`config.mk`:
```
export PLATFORM = sky130hd
export DESIGN_NAME = sseg_mux_driver
export DESIGN_NICKNAME = d
export VERILOG_FILES = /design/src/rtl/sseg_mux_driver.sv
export SDC_FILE = /design/constraint.sdc
export NUM_CORES = 1
export LEC_CHECK = 0
export ABC_AREA = 1
export CAP_MARGIN = 10
export CORE_MARGIN = 2
export CORE_UTILIZATION = 45
export DETAILED_ROUTE_END_ITERATION = 10
export PLACE_DENSITY = 0.66
export SLEW_MARGIN = 20
export SYNTH_ARGS = -nofsm -noshare
export SYNTH_HDL_FRONTEND = slang
export SYNTH_SLANG_ARGS = --single-unit
export TNS_END_PERCENT = 30
```
`constraint.sdc`:
```
create_clock -name clk -period 3.59 [get_ports clk]
set_input_delay 0.718 -clock clk [delete_from_list [all_inputs] [get_ports clk]]
set_output_delay 0.718 -clock clk [all_outputs]
set_load 0.02 [all_outputs]
```
`src/rtl/sseg_mux_driver.sv`:
```
// Multiplexed seven-segment driver: NUM_BANKS displays share one digit scan, with PWM
// brightness, dead-time anti-ghosting, per-digit blank/blink and frame-aligned double buffering.

module sseg_bank_drv #(
  parameter int D     = 4,
  parameter int DIG_W = 2
) (
  input  logic             clk,
  input  logic             reset_n,
  input  logic [DIG_W-1:0] digit_idx,
  input  logic             anode_on,
  input  logic             blink_phase,
  input  logic [D*7-1:0]   seg_pat,
  input  logic [D-1:0]     dp,
  input  logic [D-1:0]     blank,
  input  logic [D-1:0]     blink,
  output logic [D-1:0]     an,
  output logic [7:0]       seg
);
  logic         vis;
  logic [6:0]   pat;
  logic [D-1:0] an_nxt;
  logic [7:0]   seg_nxt;

  always_comb begin
    pat     = seg_pat[int'(digit_idx)*7 +: 7];
    vis     = anode_on && !blank[digit_idx] && !(blink[digit_idx] && blink_phase);
    an_nxt  = '1;
    seg_nxt = 8'hFF;
    if (vis) begin
      an_nxt[digit_idx] = 1'b0;
      seg_nxt           = {~dp[digit_idx], pat};
    end
  end

  always_ff @(posedge clk or negedge reset_n) begin
    if (!reset_n) begin
      an  <= '1;
      seg <= 8'hFF;
    end else begin
      an  <= an_nxt;
      seg <= seg_nxt;
    end
  end
endmodule

module sseg_mux_driver #(
  parameter int NUM_BANKS       = 2,
  parameter int DIGITS_PER_BANK = 4,
  parameter int CLK_HZ          = 100_000_000,
  parameter int DIGIT_HZ        = 1_000,
  parameter int BRIGHT_W        = 4,
  parameter int BLINK_FRAMES    = 256
) (
  input  logic                                   clk,
  input  logic                                   reset_n,
  input  logic [NUM_BANKS*DIGITS_PER_BANK*7-1:0] seg_in,
  input  logic [NUM_BANKS*DIGITS_PER_BANK-1:0]   dp_in,
  input  logic [NUM_BANKS*DIGITS_PER_BANK-1:0]   blank_in,
  input  logic [NUM_BANKS*DIGITS_PER_BANK-1:0]   blink_in,
  input  logic                                   update_req,
  input  logic [BRIGHT_W-1:0]                    brightness,
  output logic                                   update_ack,
  output logic                                   frame_start,
  output logic [NUM_BANKS*DIGITS_PER_BANK-1:0]   an,
  output logic [NUM_BANKS*8-1:0]                 seg
);
  localparam int N         = NUM_BANKS*DIGITS_PER_BANK;
  localparam int D         = DIGITS_PER_BANK;
  localparam int SUB_TICKS = CLK_HZ/(DIGIT_HZ*(2**BRIGHT_W));
  localparam int SUB_W     = (SUB_TICKS > 1) ? $clog2(SUB_TICKS) : 1;
  localparam int DIG_W     = $clog2(D);
  localparam int BLK_W     = (BLINK_FRAMES > 1) ? $clog2(BLINK_FRAMES) : 1;
  localparam logic [SUB_W-1:0]    SUB_MAX = SUB_W'(SUB_TICKS-1);
  localparam logic [BRIGHT_W-1:0] PH_MAX  = '1;
  localparam logic [DIG_W-1:0]    DIG_MAX = DIG_W'(D-1);
  localparam logic [BLK_W-1:0]    BLK_MAX = BLK_W'(BLINK_FRAMES-1);

  typedef struct packed {
    logic [N*7-1:0] seg;
    logic [N-1:0]   dp;
    logic [N-1:0]   blank;
    logic [N-1:0]   blink;
  } digset_t;

  logic [SUB_W-1:0]    sub_cnt;
  logic [BRIGHT_W-1:0] pwm_phase;
  logic [DIG_W-1:0]    digit_idx;
  logic [BLK_W-1:0]    blk_cnt;
  logic                blink_phase;
  logic                boundary;
  logic                anode_on;
  digset_t             pend, act;
  logic                pend_vld;

  assign boundary = (sub_cnt == SUB_MAX) && (pwm_phase == PH_MAX) && (digit_idx == DIG_MAX);
  // Phase 0 of every slot is dead time so the previous digit's anode is off before the next turns on.
  assign anode_on = (pwm_phase != '0) && (pwm_phase <= brightness);

  always_ff @(posedge clk or negedge reset_n) begin
    if (!reset_n) begin
      sub_cnt     <= '0;
      pwm_phase   <= '0;
      digit_idx   <= '0;
      blk_cnt     <= '0;
      blink_phase <= 1'b0;
    end else begin
      if (sub_cnt == SUB_MAX) begin
        sub_cnt <= '0;
        if (pwm_phase == PH_MAX) begin
          pwm_phase <= '0;
          digit_idx <= (digit_idx == DIG_MAX) ? '0 : digit_idx + 1'b1;
        end else begin
          pwm_phase <= pwm_phase + 1'b1;
        end
      end else begin
        sub_cnt <= sub_cnt + 1'b1;
      end
      if (boundary) begin
        if (blk_cnt == BLK_MAX) begin
          blk_cnt     <= '0;
          blink_phase <= ~blink_phase;
        end else begin
          blk_cnt <= blk_cnt + 1'b1;
        end
      end
    end
  end

  // Commit uses the pre-edge pending set; a req on the boundary cycle refills pending for next frame.
  always_ff @(posedge clk or negedge reset_n) begin
    if (!reset_n) begin
      act         <= '{seg: '1, dp: '0, blank: '1, blink: '0};
      pend        <= '0;
      pend_vld    <= 1'b0;
      update_ack  <= 1'b0;
      frame_start <= 1'b0;
    end else begin
      if (boundary && pend_vld) act <= pend;
      if (update_req) begin
        pend     <= '{seg: seg_in, dp: dp_in, blank: blank_in, blink: blink_in};
        pend_vld <= 1'b1;
      end else if (boundary) begin
        pend_vld <= 1'b0;
      end
      update_ack  <= boundary && pend_vld;
      frame_start <= boundary;
    end
  end

  for (genvar b = 0; b < NUM_BANKS; b++) begin : g_bank
    sseg_bank_drv #(.D(D), .DIG_W(DIG_W)) u_bank (
      .clk         (clk),
      .reset_n     (reset_n),
      .digit_idx   (digit_idx),
      .anode_on    (anode_on),
      .blink_phase (blink_phase),
      .seg_pat     (act.seg[b*D*7 +: D*7]),
      .dp          (act.dp[b*D +: D]),
      .blank       (act.blank[b*D +: D]),
      .blink       (act.blink[b*D +: D]),
      .an          (an[b*D +: D]),
      .seg         (seg[b*8 +: 8])
    );
  end
endmodule

```
==> run_results.csv <==
group,metric,value,unit
logic_synthesis,synth-simple-area-share,29.3,%
clock_tree,root_buffer,"clkbuf_16",
setup_path,start_kind,"flop",
timing,slew_viol_final,0,
timing,min_period,2.69,ns
global_route,antenna_found_initial,0,
power_and_ir_drop,clkPwrFrac,46.0,%
clock_tree,h-tree-depth,1,
floorplan,io_pins,113,
logic_synthesis,seq_area_frac_synth,57.5,%
drt,num_vias,7458,
drt,first_pass_iters,5,
logic_synthesis,yosys-mux-area-fraction,0,%
floorplan,die_h,150,um
power_and_ir_drop,netSwitchingPower,0.00114,W
power_and_ir_drop,combinationalPowerShare,4.9,%
setup_path,endpoint_kind,"flop",
logic_synthesis,synth_top_family_by_area,"simple AND/OR/NAND/NOR gates",
timing,setup_slack,0.898,ns
cells_and_area,layout-drive-gt1-share,14.0,%
timing,rsz0062_at_grt,"false",
logic_synthesis,synth_cells,1096,
logic_synthesis,syn_nets,1196,
clock_tree,cts_tree,"yes",
power_and_ir_drop,p_int,0.00408,W
placed_design,gp_congestion,0.830,
placed_design,pre_cts_ws,0.939,ns
floorplan,start_util,45.7,%
power_and_ir_drop,ir_drop,298,uV
cells_and_area,n_fill_cell,1899,
timing,max-slew-margin-rel,42.1,%
drt,vias_per_cell,5.06,
logic_synthesis,synth_compound_area_share,4.94,%
logic_synthesis,synth_xor_area_share,0.917,%
logic_synthesis,syn_area,9550,um^2
clock_tree,worstSkewPairLatency,0.51,ns
run,cap_violations,0,
logic_synthesis,ys.flop_type,"dfrtp_1",
logic_synthesis,synthTopCellsByCount,"nand2_1 (453), dfrtp_1 (127), dfstp_2 (88), nand4_1 (83), nor2_1 (72)",
clock_tree,cts_buffer_depth,3,
timing,min_period_over_period,75.0,%
logic_synthesis,synthTopCellsByArea,"dfrtp_1 (33%), dfstp_2 (24%), nand2_1 (18%)",
logic_synthesis,yosys.area.top_type,"dfrtp_1",
power_and_ir_drop,powerDensity,449,nW/um^2
logic_synthesis,yosysMostFrequentCell,"nand2_1",
drt,wl_per_cell,14.9,um
run_status,outcome,"completed",
logic_synthesis,yosys.area.top_type_share,33.3,%
logic_synthesis,synth_cell_types,30,
clock_tree,cts-resized-gates,0,
placed_design,numPortBuffers,112,
global_route,gr-total-overflow,0,
logic_synthesis,synth_warnings,0,
timing,max_freq,372,MHz
timing,fin_tns_setup,0,ns
drt,drtIter0Drc,381,
global_route,grt_pass1_vias,7340,
timing,final-hold-violation-count,0,
floorplan,die_area,22400,um^2
setup_path,path_max_fanout,43,
power_and_ir_drop,swShare,21.8,%
clock_tree,clkSinkCount,215,
floorplan,core-area,20900,um^2
setup_path,worstPathArrival,3.08,ns
logic_synthesis,synth-edff-count,0,
timing,tightest_slew,0.869,ns
global_route,grt_pass1_wl,36900,um
cells_and_area,area.growth.synth_to_final,21.6,%
cells_and_area,fin_nets,1282,
clock_tree,path_clk_slew,0.06,ns
logic_synthesis,syn_area_per_cell,8.71,um^2
drt,ant_nets,0,
global_route,grt_start_max_net_pins,111,
power_and_ir_drop,p_leak,5.58,nW
clock_tree,cts_hold_buffers,0,
clock_tree,cts_buffers,24,
floorplan,std_cell_rows,53,
drt,drc,0,
logic_synthesis,synth_fa_ha_area_share,1.70,%
power_and_ir_drop,sequentialPowerShare,49.1,%
placed_design,dp_hpwl,13800,um
logic_synthesis,synthArstFlopShare,100,%
setup_path,critPathKind,"reg2reg",
setup_path,required,3.98,ns
timing,finalClockSkew,0.00693,ns
drt,routed_wl,21900,um
floorplan,fp.dieW,150,um
setup_path,reg2reg_slack,0.90,ns
cells_and_area,antenna_cells,0,
clock_tree,post_cts_buffers,0,
power_and_ir_drop,power,0.00521,W
timing,setup_viol,0,
logic_synthesis,ys_ff_latch,215,
worst_hold_path,hp-class,"in2async",
cells_and_area,final_area,11600,um^2
global_route,gr-usage-all-layers,20.2,%
placed_design,postPlaceCellArea,10800,um^2
[area by class of cell]
cell class,count,area (um^2),area share (%)
sequential,215,5490,47.3
multi-input combinational,765,3540,30.5
timing repair buffer,131,1280,11.0
clock buffer,33,706,6.08
tap,275,344,2.96
inverter,45,169,1.45
clock inverter,10,80.1,0.690
[final timing paths]
kind / startpoint / endpoint / depth (start not counted)
worst max-delay path: digit_idx[0] / g_bank[1].u_bank.seg[0] / 5
worst min-delay path: reset_n / sub_cnt[5] / 1
worst max register to register: digit_idx[0] / g_bank[1].u_bank.seg[0] / 5
worst min register to register: act[14] / act[14] / 2
max in group asynchronous: reset_n / g_bank[1].u_bank.seg[0] / 2
min in group clk: act[14] / act[14] / 2
[cells by family (layout without fill, tap and decap cells)]
kind of cell	count (synthesis)	in the layout
XOR/XNOR	10	10
flip-flops	215	215
buffers and inverters	116	219
AO/OA/AOI/OAI	82	82
AND/OR/NAND/NOR	660	660
adder cells (fa/ha/maj)	13	13
[power groups by stage]
stage | sequential (W) | combinational [W] | clock, W
after floorplan | 0.00258 | 0.0000947 | 0
after global placement | 0.00259 | 0.000261 | 0
after detailed placement | 0.00260 | 0.000265 | 0
after CTS | 0.00256 | 0.000267 | 0.00245
after global routing | 0.00257 | 0.000298 | 0.00255
final | 0.00256 | 0.000257 | 0.00240
[cells in the final DEF (no fill, tap or decap), types with 6 or more instances in the layout]
master	instances
a21oi_1	7
dfstp_2	88
o22a_1	14
clkinv_2	7
nand2_1	453
clkdlybuf4s50_1	110
buf_4	18
o21ai_0	49
nand4_1	83
o21ai_1	7
inv_1	39
inv_2	6
nor2_1	71
nand3_1	38
clkbuf_16	25
ha_1	12
xor2_1	7
dfrtp_1	126
[metal layers]
metal	up-vias	routed length (um)	global-route usage, %
met2	154	10500	33.5
met1	3552	10200	28.5
li1	3722	-	-
met4	0	324	4.10
met5	-	0	0
met3	30	955	2.96
[stage by stage]
| stage | util [%] | instances | hold slack (ns) |
|---|---|---|---|
| 2_1_floorplan | - | 1096 | 0.422 |
| 3_3_place_gp | 51.8 | 1431 | 0.447 |
| 3_5_place_dp | 51.8 | 1431 | 0.451 |
| 4_1_cts | 55.6 | 1474 | 0.301 |
| 5_1_grt | 55.6 | 1474 | 0.335 |
| 6_report | 55.6 | 1474 | 0.237 |
[flip-flops by register name, indices dropped and copies added (netlist names)]
name	flops
digit_idx	2
blink_phase	1
pwm_phase	4
pend	80
sub_cnt	13
g_bank.u_bank.seg	16
act	80
pend_vld	1
update_ack	1
g_bank.u_bank.an	8
frame_start	1
blk_cnt	8
[critical path, cell delays in order (launching register included)]
cell and delay, ns:
dfrtp_1 0.86, inv_2 0.53, o21ai_0 0.33, o21ai_1 0.12, a21oi_2 0.54, nand3_1 0.17
(Power assumes the default switching activity.)
==> edit 1, RTL diff (config.mk and constraints unchanged) <==
Compare `sub_cnt` against `SUB_MAX` with >= in place of ==.
--- a/src/rtl/sseg_mux_driver.sv
+++ b/src/rtl/sseg_mux_driver.sv
@@ -93,7 +93,7 @@
   digset_t             pend, act;
   logic                pend_vld;
 
-  assign boundary = (sub_cnt == SUB_MAX) && (pwm_phase == PH_MAX) && (digit_idx == DIG_MAX);
+  assign boundary = (sub_cnt >= SUB_MAX) && (pwm_phase == PH_MAX) && (digit_idx == DIG_MAX);
   // Phase 0 of every slot is dead time so the previous digit's anode is off before the next turns on.
   assign anode_on = (pwm_phase != '0) && (pwm_phase <= brightness);
 
Function: no difference found for any inputs over 10 cycles, from zero or initial values and one cycle with reset_n low; that may be too few to reach the edited logic, so the function may still have changed.
==> edit 1 against the original RTL <==
- sequential cell count is the same
- synthesized area is 0.88% higher
- routed wire length grew 0.21%
- power is 2.2% lower
- core utilization fell by 0.62 points
- cell area fell by 0.48%
- worst setup slack better by 35 ps
- cell count down 0.34%
- highest routed layer unchanged
==> edit 1: results (changes against the original RTL) <==
Outcome
  – Outcome: finished clean (unchanged)

GRT
  – Vias in the first global route: 7394 (was 7340)
  – Initial antenna violation count: 0 (unchanged)
  – First-pass GRT wire length: 36800 µm (was 36900 µm)
  – Pin count of the biggest net entering global routing: 99 (was 111)
  – Total GRT Usage: 20.0% (was 20.2%)

Worst hold path
  – HP Class: primary input to asynchronous set/reset pin (unchanged)

Placement
  – Placed inst area: 10800 µm² (unchanged)
  – Port buffer count: 112 (unchanged)
  – RePlAce Congestion: 0.808 (was 0.830)
  – Placement Setup Slack: 942 ps (was 939 ps)
  – Post-DP HPWL: 14200 µm (was 13800 µm)
  – Placed cell count: 1427 (was 1431)

Synthesis
  – Syn Nets: 1193 (was 1196)
  – Cell variety after synth: 34 (was 30)
  – Synth warnings: 0 (unchanged)
  – Register area share after synthesis: 57.0% (was 57.5%)
  – Post-synth top flop: dfrtp_1 (unchanged)
  – Mapped Avg Cell Area: 8.81 µm² (was 8.71 µm²)
  – Synth top cells by count: nand2_1, dfrtp_1, dfstp_2 (unchanged)
  – Top cells by area, synth: dfrtp_1, dfstp_2, nand2_1 (unchanged)
  – FFs w/ async S/R, synth: 100% (unchanged)

Clock network
  – CTS Root Cell: clkbuf_16 (unchanged)
  – TritonCTS Buffers: 23 (was 24)
  – Longest Clk Path Bufs: 3 (unchanged)
  – Quantity of gates resized following cts: 0 (unchanged)
  – Postcts setup bufs: 0 (unchanged)
  – H-tree depth: 1 (unchanged)
  – Worst-skew pair later-pin latency: 510 ps (about the same)
  – Worst-path clk slew: 60 ps (about the same)

Timing
  – Clock Skews: 15.2 ps (was 6.93 ps)
  – Worst Tran Pin Value: 866 ps (was 869 ps)

Power and ir drop
  – Pleak: 5.46 nW (was 5.58 nW)
  – Worst VDD drop: 260 µV (was 298 µV)

Final layout
  – Layout cell share with drive strength beyond 1: 13.2% (was 14.0%)
  – Fin cells: 1469 (was 1474)
  – Top flop regs: act (80), pend (80), g_bank.u_bank.seg (16) (unchanged)
  – Antenna Cells: 0 (unchanged)
  – Final net count: 1277 (was 1282)

Routing
  – Routed wire length: 22000 µm (was 21900 µm)
  – DRT iter0 DRCs: 437 (was 381)
  – Via density: 5.16 (was 5.06)
  – Pre-antenna DRT Iters: 5 (unchanged)

Setup path
  – Crit-path max FO: 40 (was 43)
  – Highest cell delay on the worst timing path: 490 ps (was 860 ps)
  – Critical Path AT: 3080 ps (about the same)
  – Crit-path slowest cell: nand3_4 (was dfrtp_1)
==> edit 1: worst max-delay path: cells and delay by family, from the launching register on <==
family        cells  cell delay (ps)
fa+ha+maj         1              180
buf+inv           2              490
flops             1              410
simple gates      7             1480
==> edit 1: cell families after synthesis <==
group,after synthesis,share of synthesized area [%]
compound gates,73,4.95
xor+xnor,9,0.818
fa+ha+maj,13,1.69
buf+inv,112,5.94
flops,215,57.0
simple gates,671,29.6
==> edit 1: cell type report <==
class / count / area (µm²)
inverters: 44 / 165
repair buffers: 127 / 1250
flip-flops and latches: 215 / 5490
clock inverters: 3 / 43.8
multi-input cells: 766 / 3580
clock buffers: 39 / 686
well taps: 275 / 344
fillers: 1893 / 9470
==> edit 1: worst paths after layout <==
check                           startpoint    endpoint  slack [ps]  cells after the start
max in group asynchronous          reset_n     act[63]        2430                      2
min in group clk                   act[66]     act[66]         460                      2
worst min-delay path               reset_n  sub_cnt[3]         250                      1
worst max register to register  sub_cnt[1]     act[57]         930                     10
worst max-delay path            sub_cnt[1]     act[57]         930                     10
worst min register to register     act[66]     act[66]         460                      2
==> edit 1: routing by layer <==
layer  GRT usage, %  wire length (µm)  vias up
li1               -                 -     3715
met1           28.0             10300     3662
met2           32.8             10400      167
met3           2.61               797       37
met4           5.61               573        0
met5              0                 0        -
==> edit 1: report_power, final <==
group | switching [mW] | leakage [nW] | internal (mW) | total (mW)
sequential | 0.0503 | 2.52 | 2.51 | 2.56
combinational | 0.131 | 2.59 | 0.124 | 0.255
clock | 0.919 | 0.355 | 1.37 | 2.29
total | 1.10 | 5.46 | 4.00 | 5.10
==> edit 2, RTL diff (same settings) <==
Without the edit above. Change the parameter `DIGIT_HZ` from 1_000 to 2_000.
--- a/src/rtl/sseg_mux_driver.sv
+++ b/src/rtl/sseg_mux_driver.sv
@@ -48,7 +48,7 @@
   parameter int NUM_BANKS       = 2,
   parameter int DIGITS_PER_BANK = 4,
   parameter int CLK_HZ          = 100_000_000,
-  parameter int DIGIT_HZ        = 1_000,
+  parameter int DIGIT_HZ        = 2_000,
   parameter int BRIGHT_W        = 4,
   parameter int BLINK_FRAMES    = 256
 ) (
Function: no difference found for any inputs over 10 cycles, from zero or initial values and one cycle with reset_n low; that may be too few to reach the edited logic, so the function may still have changed.
==> edit 2 against the original RTL <==
- core utilization is 0.70 points higher
- synthesized area is 1.3% lower
- worst setup slack better by 120 ps
- critical path depth stayed put
- highest routed layer unchanged
- sequential share of layout area increased by 0.40 points
- cell area is 1.3% lower
- maximum frequency grew 4.7%
- sequential cell count down 1
- first-iteration DRC count grew 25%
- sequential power about the same
- clock skew up 4.3 ps
- power fell by 1.8%
- routed wire length decreased by 1.7%
==> edit 2: results (changes against the original RTL) <==
Clock network
  – TritonCTS Buffers: 23 (was 24)
  – Quantity of gates resized following cts: 0 (unchanged)
  – H-tree depth: 1 (unchanged)
  – Postcts setup bufs: 0 (unchanged)
  – Worst-skew pair later-pin latency: ~500 ps
  – Longest Clk Path Bufs: 3 (unchanged)
  – Worst-path clk slew: 60 ps (about the same)
  – CTS Root Cell: clkbuf_16 (unchanged)

GRT
  – First-pass GRT wire length: 36500 µm (was 36900 µm)
  – Initial antenna violation count: 0 (unchanged)
  – Total GRT Usage: 20.2% (about the same)
  – Vias in the first global route: 7332 (was 7340)
  – Pin count of the biggest net entering global routing: 98 (was 111)

Setup path
  – Critical Path AT: 2940 ps (was 3080 ps)
  – Crit-path slowest cell: dfrtp_1 (unchanged)
  – Reg2reg start: digit_idx[0] (unchanged)
  – Reg-to-reg slack, setup: 1020 ps (was 900 ps)
  – Highest cell delay on the worst timing path: 920 ps (was 860 ps)
  – Crit-path max FO: 24 (was 43)
  – FF-to-FF End: g_bank[0].u_bank.an[0] (was g_bank[1].u_bank.seg[0])
  – CP top delay family: compound AO/OA/AOI/OAI gates (unchanged)

Timing
  – Final setup TNS: 0 ps (unchanged)
  – Tmin final: 2570 ps (was 2690 ps)
  – Worst Tran Pin Value: 1040 ps (was 869 ps)
  – Clock Skews: 11.2 ps (was 6.93 ps)

Synthesis
  – Post-synth top flop: dfrtp_1 (unchanged)
  – Synth top cells by count: nand2_1, dfrtp_1, dfstp_2 (unchanged)
  – Cell variety after synth: 33 (was 30)
  – Syn Nets: 1182 (was 1196)
  – Synth warnings: 0 (unchanged)
  – FFs w/ async S/R, synth: 100% (unchanged)
  – Register area share after synthesis: 58.0% (was 57.5%)
  – Top cells by area, synth: dfrtp_1, dfstp_2, nand2_1 (unchanged)

Placement
  – Post-DP HPWL: 13700 µm (was 13800 µm)
  – RePlAce Congestion: 0.796 (was 0.830)
  – Placement Setup Slack: 1100 ps (was 939 ps)
  – Port buffer count: 112 (unchanged)

Power and ir drop
  – Worst VDD drop: 245 µV (was 298 µV)
  – Pleak: 5.55 nW (was 5.58 nW)

Routing
  – DR WL/cell: 14.9 µm (about the same)
  – Via density: 5.08 (was 5.06)
  – DRT iter0 DRCs: 475 (was 381)

Worst hold path
  – HP Class: primary input to asynchronous set/reset pin (unchanged)

Final layout
  – Final net count: 1264 (was 1282)
  – FILL cells: 1872 (was 1899)
  – Layout cell share with drive strength beyond 1: 13.4% (was 14.0%)
  – Top flop regs: act (80), pend (80), g_bank.u_bank.seg (16) (unchanged)
  – Antenna Cells: 0 (unchanged)

Outcome
  – Outcome: finished clean (unchanged)
[edit 2: cell count changes in the layout (fill, tap and decap cells not counted), moves of 4 or more]
cell | unedited run | this run
o21ai_1 | 7 | 1
inv_1 | 39 | 31
clkinv_2 | 7 | 3
buf_4 | 18 | 13
nand2_1 | 453 | 468
[edit 2: cell families after synthesis]
logic type / share of synthesized area [%]
buf+inv: 4.90
fa+ha+maj: 1.73
simple gates: 30.0
xor+xnor: 0.837
flops: 58.0
compound gates: 4.54
[edit 2: worst register-to-register path: stages (launching register included)]
cell	delay, ps
dfrtp_1	920
inv_2	260
o21ai_0	230
o21ai_0	110
a21oi_1	740
nand3_1	180
[edit 2: layer usage]
metal  vias to the layer above  track usage, %  routed length (µm)
met5                         -               0                   0
met2                       153            32.4               10200
met4                         0            5.90                 593
li1                       3668               -                   -
met3                        43            3.50                 889
met1                      3508            28.4                9920
[edit 2: final cells by class]
class | count | area (µm²) | area share (%)
clock inverter | 5 | 53.8 | 0.469
sequential | 214 | 5470 | 47.7
inverter | 36 | 135 | 1.18
timing repair buffer | 127 | 1260 | 11.0
multi-input combinational | 762 | 3520 | 30.7
clock buffer | 36 | 694 | 6.06
tap | 270 | 338 | 2.95
[edit 2: how the worst max path moves through the flow]
stage | from | endpoint | depth (start not counted)
after floorplan | brightness[1] | g_bank[0].u_bank.an[0] | 9
after global placement | brightness[1] | g_bank[0].u_bank.seg[6] | 10
after detailed placement | digit_idx[0] | g_bank[0].u_bank.an[0] | 5
after CTS | digit_idx[0] | g_bank[0].u_bank.an[0] | 5
after global routing | digit_idx[0] | g_bank[0].u_bank.an[0] | 5
final | digit_idx[0] | g_bank[0].u_bank.an[0] | 5
[edit 2: through the flow]
stage | hold WS [ps] | instance area (µm²) | total power [mW] | utilization [%] | instances
floorplan | 422 | 9420 | 2.66 | - | 1082
global placement | 451 | 10700 | 2.84 | 52.6 | 1409
detailed placement | 452 | 10700 | 2.85 | 52.6 | 1409
CTS | 308 | 11500 | 5.17 | 56.3 | 1450
global route | 320 | 11500 | 5.31 | 56.3 | 1450
finish | 266 | 11500 | 5.12 | 56.3 | 1450
[edit 2: power breakdown]
group | switching [mW] | internal [mW] | total, mW
combinational | 0.132 | 0.125 | 0.257
sequential | 0.0486 | 2.50 | 2.55
clock | 0.920 | 1.40 | 2.32
